`src/rtl/ram_arb_pkg.sv`:
```
// Shared types and defaults for the two-requester RAMHelper arbiter.
package ram_arb_pkg;

    typedef enum logic [1:0] {
        IDLE    = 2'd0,
        ISSUE   = 2'd1,
        CAPTURE = 2'd2,
        RESP    = 2'd3
    } state_e;

    typedef enum logic {
        IMEM = 1'b0,
        DMEM = 1'b1
    } port_e;

    localparam logic [63:0] RAM_BASE_DEF  = 64'h8000_0000;
    localparam int          IDX_SHIFT_DEF = 3;

    // Byte strobe i covers mask bits [8i+7:8i].
    function automatic logic [63:0] strb2mask(input logic [7:0] strb);
        logic [63:0] m;
        m = '0;
        for (int i = 0; i < 8; i++) begin
            m[8*i +: 8] = {8{strb[i]}};
        end
        return m;
    endfunction

endpackage

```
`src/rtl/ram_arb_rr2.sv`:
```
// Two-way round-robin picker; the priority bit is owned here and moves away
// from whichever port was granted.
module ram_arb_rr2 (
    input  logic       clk,
    input  logic       reset,
    input  logic [1:0] valid_i,
    input  logic       advance_i,
    output logic [1:0] gnt_o,
    output logic       prio_o
);
    logic prio_q;

    always_comb begin
        gnt_o = valid_i;
        if (valid_i == 2'b11) begin
            gnt_o = prio_q ? 2'b10 : 2'b01;
        end
    end

    always_ff @(posedge clk) begin
        if (reset) begin
            prio_q <= 1'b0;
        end else if (advance_i) begin
            prio_q <= gnt_o[0];
        end
    end

    assign prio_o = prio_q;

endmodule

```
`src/rtl/ram_arbiter.sv`:
```
// Shares one RAMHelper between instruction fetch and load/store, one
// transaction at a time: IDLE -> ISSUE -> CAPTURE -> RESP.
module ram_arbiter
    import ram_arb_pkg::*;
#(
    parameter logic [63:0] RAM_BASE  = RAM_BASE_DEF,
    parameter int          IDX_SHIFT = IDX_SHIFT_DEF
) (
    input  logic        clk,
    input  logic        reset,
    input  logic        imem_req_valid,
    output logic        imem_req_ready,
    input  logic [63:0] imem_req_addr,
    output logic        imem_resp_valid,
    input  logic        imem_resp_ready,
    output logic [63:0] imem_resp_rdata,
    input  logic        dmem_req_valid,
    output logic        dmem_req_ready,
    input  logic [63:0] dmem_req_addr,
    input  logic        dmem_req_wen,
    input  logic [63:0] dmem_req_wdata,
    input  logic [7:0]  dmem_req_wstrb,
    output logic        dmem_resp_valid,
    input  logic        dmem_resp_ready,
    output logic [63:0] dmem_resp_rdata,
    output logic [63:0] ram_ridx,
    input  logic [63:0] ram_rdata,
    output logic [63:0] ram_widx,
    output logic [63:0] ram_wdata,
    output logic [63:0] ram_wmask,
    output logic        ram_wen
);
    state_e      state_q, state_d;
    port_e       port_q, port_d;
    logic [63:0] idx_q, idx_d;
    logic        wen_q, wen_d;
    logic [63:0] wdata_q, wdata_d;
    logic [63:0] mask_q, mask_d;
    logic [63:0] rdata_q, rdata_d;

    logic [1:0]  gnt;
    logic        accept;
    logic        prio;
    logic [63:0] sel_addr;

    ram_arb_rr2 u_rr (
        .clk       (clk),
        .reset     (reset),
        .valid_i   ({dmem_req_valid, imem_req_valid}),
        .advance_i (accept),
        .gnt_o     (gnt),
        .prio_o    (prio)
    );

    assign sel_addr = gnt[1] ? dmem_req_addr : imem_req_addr;

    always_comb begin
        state_d         = state_q;
        port_d          = port_q;
        idx_d           = idx_q;
        wen_d           = wen_q;
        wdata_d         = wdata_q;
        mask_d          = mask_q;
        rdata_d         = rdata_q;
        imem_req_ready  = 1'b0;
        dmem_req_ready  = 1'b0;
        imem_resp_valid = 1'b0;
        dmem_resp_valid = 1'b0;
        accept          = 1'b0;
        ram_wen         = 1'b0;
        case (state_q)
            IDLE: begin
                imem_req_ready = gnt[0] & ~reset;
                dmem_req_ready = gnt[1] & ~reset;
                accept         = (|gnt) & ~reset;
                if (accept) begin
                    port_d  = gnt[1] ? DMEM : IMEM;
                    idx_d   = (sel_addr - RAM_BASE) >> IDX_SHIFT;
                    wen_d   = gnt[1] & dmem_req_wen;
                    wdata_d = gnt[1] ? dmem_req_wdata : '0;
                    mask_d  = gnt[1] ? strb2mask(dmem_req_wstrb) : '0;
                    state_d = ISSUE;
                end
            end
            ISSUE: begin
                // Reset landing on this cycle must not commit the write.
                ram_wen = wen_q & ~reset;
                state_d = CAPTURE;
            end
            CAPTURE: begin
                rdata_d = wen_q ? '0 : ram_rdata;
                state_d = RESP;
            end
            RESP: begin
                imem_resp_valid = (port_q == IMEM);
                dmem_resp_valid = (port_q == DMEM);
                if ((port_q == DMEM) ? dmem_resp_ready : imem_resp_ready) begin
                    state_d = IDLE;
                end
            end
            default: state_d = IDLE;
        endcase
    end

    always_ff @(posedge clk) begin
        if (reset) begin
            state_q <= IDLE;
            port_q  <= IMEM;
            idx_q   <= '0;
            wen_q   <= 1'b0;
            wdata_q <= '0;
            mask_q  <= '0;
            rdata_q <= '0;
        end else begin
            state_q <= state_d;
            port_q  <= port_d;
            idx_q   <= idx_d;
            wen_q   <= wen_d;
            wdata_q <= wdata_d;
            mask_q  <= mask_d;
            rdata_q <= rdata_d;
        end
    end

    assign ram_ridx        = idx_q;
    assign ram_widx        = idx_q;
    assign ram_wdata       = wdata_q;
    assign ram_wmask       = mask_q;
    assign imem_resp_rdata = rdata_q;
    assign dmem_resp_rdata = rdata_q;

    logic unused_prio;
    assign unused_prio = prio;

endmodule

```
`config.mk`:
```
export PLATFORM = sky130hd
export DESIGN_NAME = ram_arbiter
export DESIGN_NICKNAME = d
export VERILOG_FILES = /design/src/rtl/ram_arb_pkg.sv /design/src/rtl/ram_arb_rr2.sv /design/src/rtl/ram_arbiter.sv
export SDC_FILE = /design/constraint.sdc
export NUM_CORES = 1
export LEC_CHECK = 0
export ABC_AREA = 1
export CORE_AREA = 2 2 258 260
export DETAILED_ROUTE_END_ITERATION = 8
export DIE_AREA = 0 0 260 262
export PLACE_DENSITY = 0.45
export SLEW_MARGIN = 20
export SYNTH_ARGS = -nofsm -noshare
export SYNTH_HDL_FRONTEND = slang
export SYNTH_HIERARCHICAL = 1
export SYNTH_SLANG_ARGS = --single-unit
```
`constraint.sdc`:
```
create_clock -name clk -period 2.44 [get_ports clk]
set_clock_uncertainty 0.15 [all_clocks]
set_input_delay 0.244 -clock clk [delete_from_list [all_inputs] [get_ports clk]]
set_output_delay 0.244 -clock clk [all_outputs]
set_load 0.1 [all_outputs]
```
==> summary.txt <==
RD Place Congestion = 0.837
Core Area = 0.0653 sq mm
Cell mode on critical path = buf_12
Synthesized area = 0.0105 sq mm
Via count = 11.3k
Final setup viols = 0
Initial DRT Pass Iterations = 5
Drc violations = 0
WHS = 0.0849 ns
Area of the multi-input gates = 0.00453 sq mm
Hold Crit Endpoint = ram_wdata[18]
Reg2reg path depth = 18
Die area = 0.0681 sq mm
Clk buf depth = 3
Flop2flop setup slack = 0.08 ns
Fillers = 7115
Avg Vias per Cell = 3.86
Outcome = completed
Peak supply drop = 829 uV
Total chip power = 0.0223 W
Worst setup SP type = flip-flop
#FFs+latches synth = 202
RSZ-0062 raised after global routing = true
Slew headroom = 51.7%
I/O pins = 660
Antenna viol nets, final = 0
Synth Flop Type = dfxtp_1
Hold WC Path Type = in -> reg
Area Overhead vs Synth = 69.9%
Tmin final = 2.39 ns
CTS tree = built
CP arrival = 1.99 ns
HPWL Detailed = 36.3 mm
Synth cell types = 31
Avg Cell Area, Syn = 6.89 sq um
Final slew viol count = 0
Largest net degree at the start of global routing = 81
Number of buffers created by CTS = 28
Register area share after synthesis = 38.5%
Worst slew pin tran = 0.725 ns
First-pass GRT wire length = 66.4 mm
Setup TNS = 0 ns
Synth top area share = 38.5%
Hold Violations, Final = 0
Req. time, crit path = 2.05 ns
Nets = 2329
Drt total wl = 47.6 mm
Commonest cells after routing, fill and taps aside = buf_4 (479), nand2_1 (377), clkdlybuf4s50_1 (263), dfxtp_1 (201), a21oi_1 (152)
Ys async rst share = 0%
Synth top area cells = dfxtp_1 (39%), nand2_1 (15%), buf_4 (14%)
DR iter-0 viols = 539
Die X = 260 um
Vias in the first global route = 10.8k
WL per Instance = 16.2 um
Port buffer count = 647
Max_cap viols = 0
RR Startpoint = u_rr/prio_o
H-tree Lvls = 1
Die height = 262 um
Crit path cell chain = inv_2, a21boi_4, buf_12, inv_6, buf_4, nor3_4, buf_12, buf_12
Clock latency on the worst-skew pair = 0.56 ns
Share of cells above drive strength 1 = 32.1%
CP Max Fanout = 20
Pleak = 8.14 nW
Slowest-stage cell, CP = dfxtp_2
Worst R2R End = ram_ridx[45]
Ys Warns = 6
P per Cell Area = 1250 mW/mm^2
Commonest non-fill, non-tap cell in the layout = buf_4
GRT Util Overall = 12.6%
Worst hold path stage count = 3
Row Count = 94
Clk pin slew, worst setup/hold paths = 0.06 ns
Cell count after synthesis = 1523
Startpoint of the worst hold path = dmem_req_wdata[18]
FF/Latch Area = 0.00405 sq mm
Setup CP Type = reg -> out
Clock root cell = clkbuf_16
Synth area leader = dfxtp_1
Critical Path Max Stage Delay = 0.33 ns
CTS sink count = 202
Setup crit end kind = output port
Starting density of the core = 16.1%
Grt ovf = 0
Number of synthesized flops with an enable pin = 0
Final period utilization = 97.8%
Max Fclk = 419 MHz
Initial antenna violation count = 1
## flip-flops by register name, indices dropped and copies added (netlist names)
signal and flops:
dmem_resp_rdata 64, ram_wmask 8, wen_q 1, u_rr/prio_o 1, ram_wdata 64, port_q 1
state_q 2, ram_ridx 61
## synthesized netlist by cell type, types with 7 or more instances
cell type / count
a31oi_1: 32
o21bai_1: 8
buf_2: 15
inv_1: 131
a21oi_1: 152
dfxtp_1: 202
nand2_1: 429
o21ai_0: 83
buf_6: 10
nand3_1: 100
clkbuf_1: 47
nor2_1: 74
buf_1: 9
nand2_2: 7
buf_4: 189
## layer usage
metal | up-vias | wire, um | global-route usage (%)
met5 | - | 0 | 0
met4 | 0 | 1220 | 3.50
met3 | 57 | 2780 | 2.43
met2 | 383 | 23000 | 21.9
met1 | 5201 | 20600 | 15.9
li1 | 5706 | - | -
## cells by family (layout without fill, tap and decap cells)
| kind of cell | after synthesis | count (layout) | share of synthesized area, % |
|---|---|---|---|
| other | 1 | 7 | 0.0357 |
| XOR/XNOR | 2 | 2 | 0.167 |
| AND/OR/NAND/NOR | 627 | 627 | 24.4 |
| flip-flops | 202 | 202 | 38.5 |
| adder cells (fa/ha/maj) | 5 | 5 | 0.596 |
| AO/OA/AOI/OAI | 280 | 280 | 14.0 |
| buffers and inverters | 406 | 951 | 22.2 |
## area by class of cell
class                      count  area share, %
sequential                   202           22.7
antenna                        1         0.0140
multi-input combinational    920           25.4
timing repair buffer         766           37.5
inverter                     135           2.88
tap                          864           6.06
clock inverter                 7          0.632
clock buffer                  43           4.82
## metrics by stage
step	cells	util [%]	setup slack, ns	area, sq um
finish	2938	27.3	0.0547	17800
global route	2937	27.3	-0.0568	17800
CTS	2931	26.7	-0.0704	17400
detailed placement	2872	24.9	-0.449	16300
global placement	2872	24.9	-0.490	16300
floorplan	1528	-	0.174	10500
## worst max-delay path by stage
stage,start,endpoint,slack (ns),depth (start not counted)
5_1_grt,u_rr/prio_o,ram_ridx[49],-0.06,16
3_3_place_gp,imem_req_valid,ram_ridx[58],-0.49,16
2_1_floorplan,reset,ram_wen,0.17,3
4_1_cts,u_rr/prio_o,ram_ridx[45],-0.07,17
6_report,u_rr/prio_o,dmem_req_ready,0.05,8
3_5_place_dp,imem_req_valid,ram_ridx[60],-0.45,16
## power breakdown
| part | switching (W) | leakage, nW | internal [W] |
|---|---|---|---|
| clock network | 0.00163 | 0.476 | 0.00271 |
| logic | 0.0106 | 6.01 | 0.00275 |
| registers | 0.000652 | 1.65 | 0.00393 |
## what timing repair did
| action | CTS | global route |
|---|---|---|
| hold buffers | 1 | 0 |
| endpoints found under the hold margin | 1 | 0 |
| setup endpoints to repair | 5 | 57 |
| pin swaps | 2 | 39 |
| cloned | 2 | 1 |
| gates resized for setup | 19 | 112 |
| setup buffers | 7 | 5 |
## critical path: cells and delay by family (launching register included)
family / cells / cell delay (ns)
flip-flops: 1 / 0.33
AND/OR/NAND/NOR: 1 / 0.16
AO/OA/AOI/OAI: 1 / 0.17
buffers and inverters: 6 / 0.75
(Power assumes the default switching activity.)
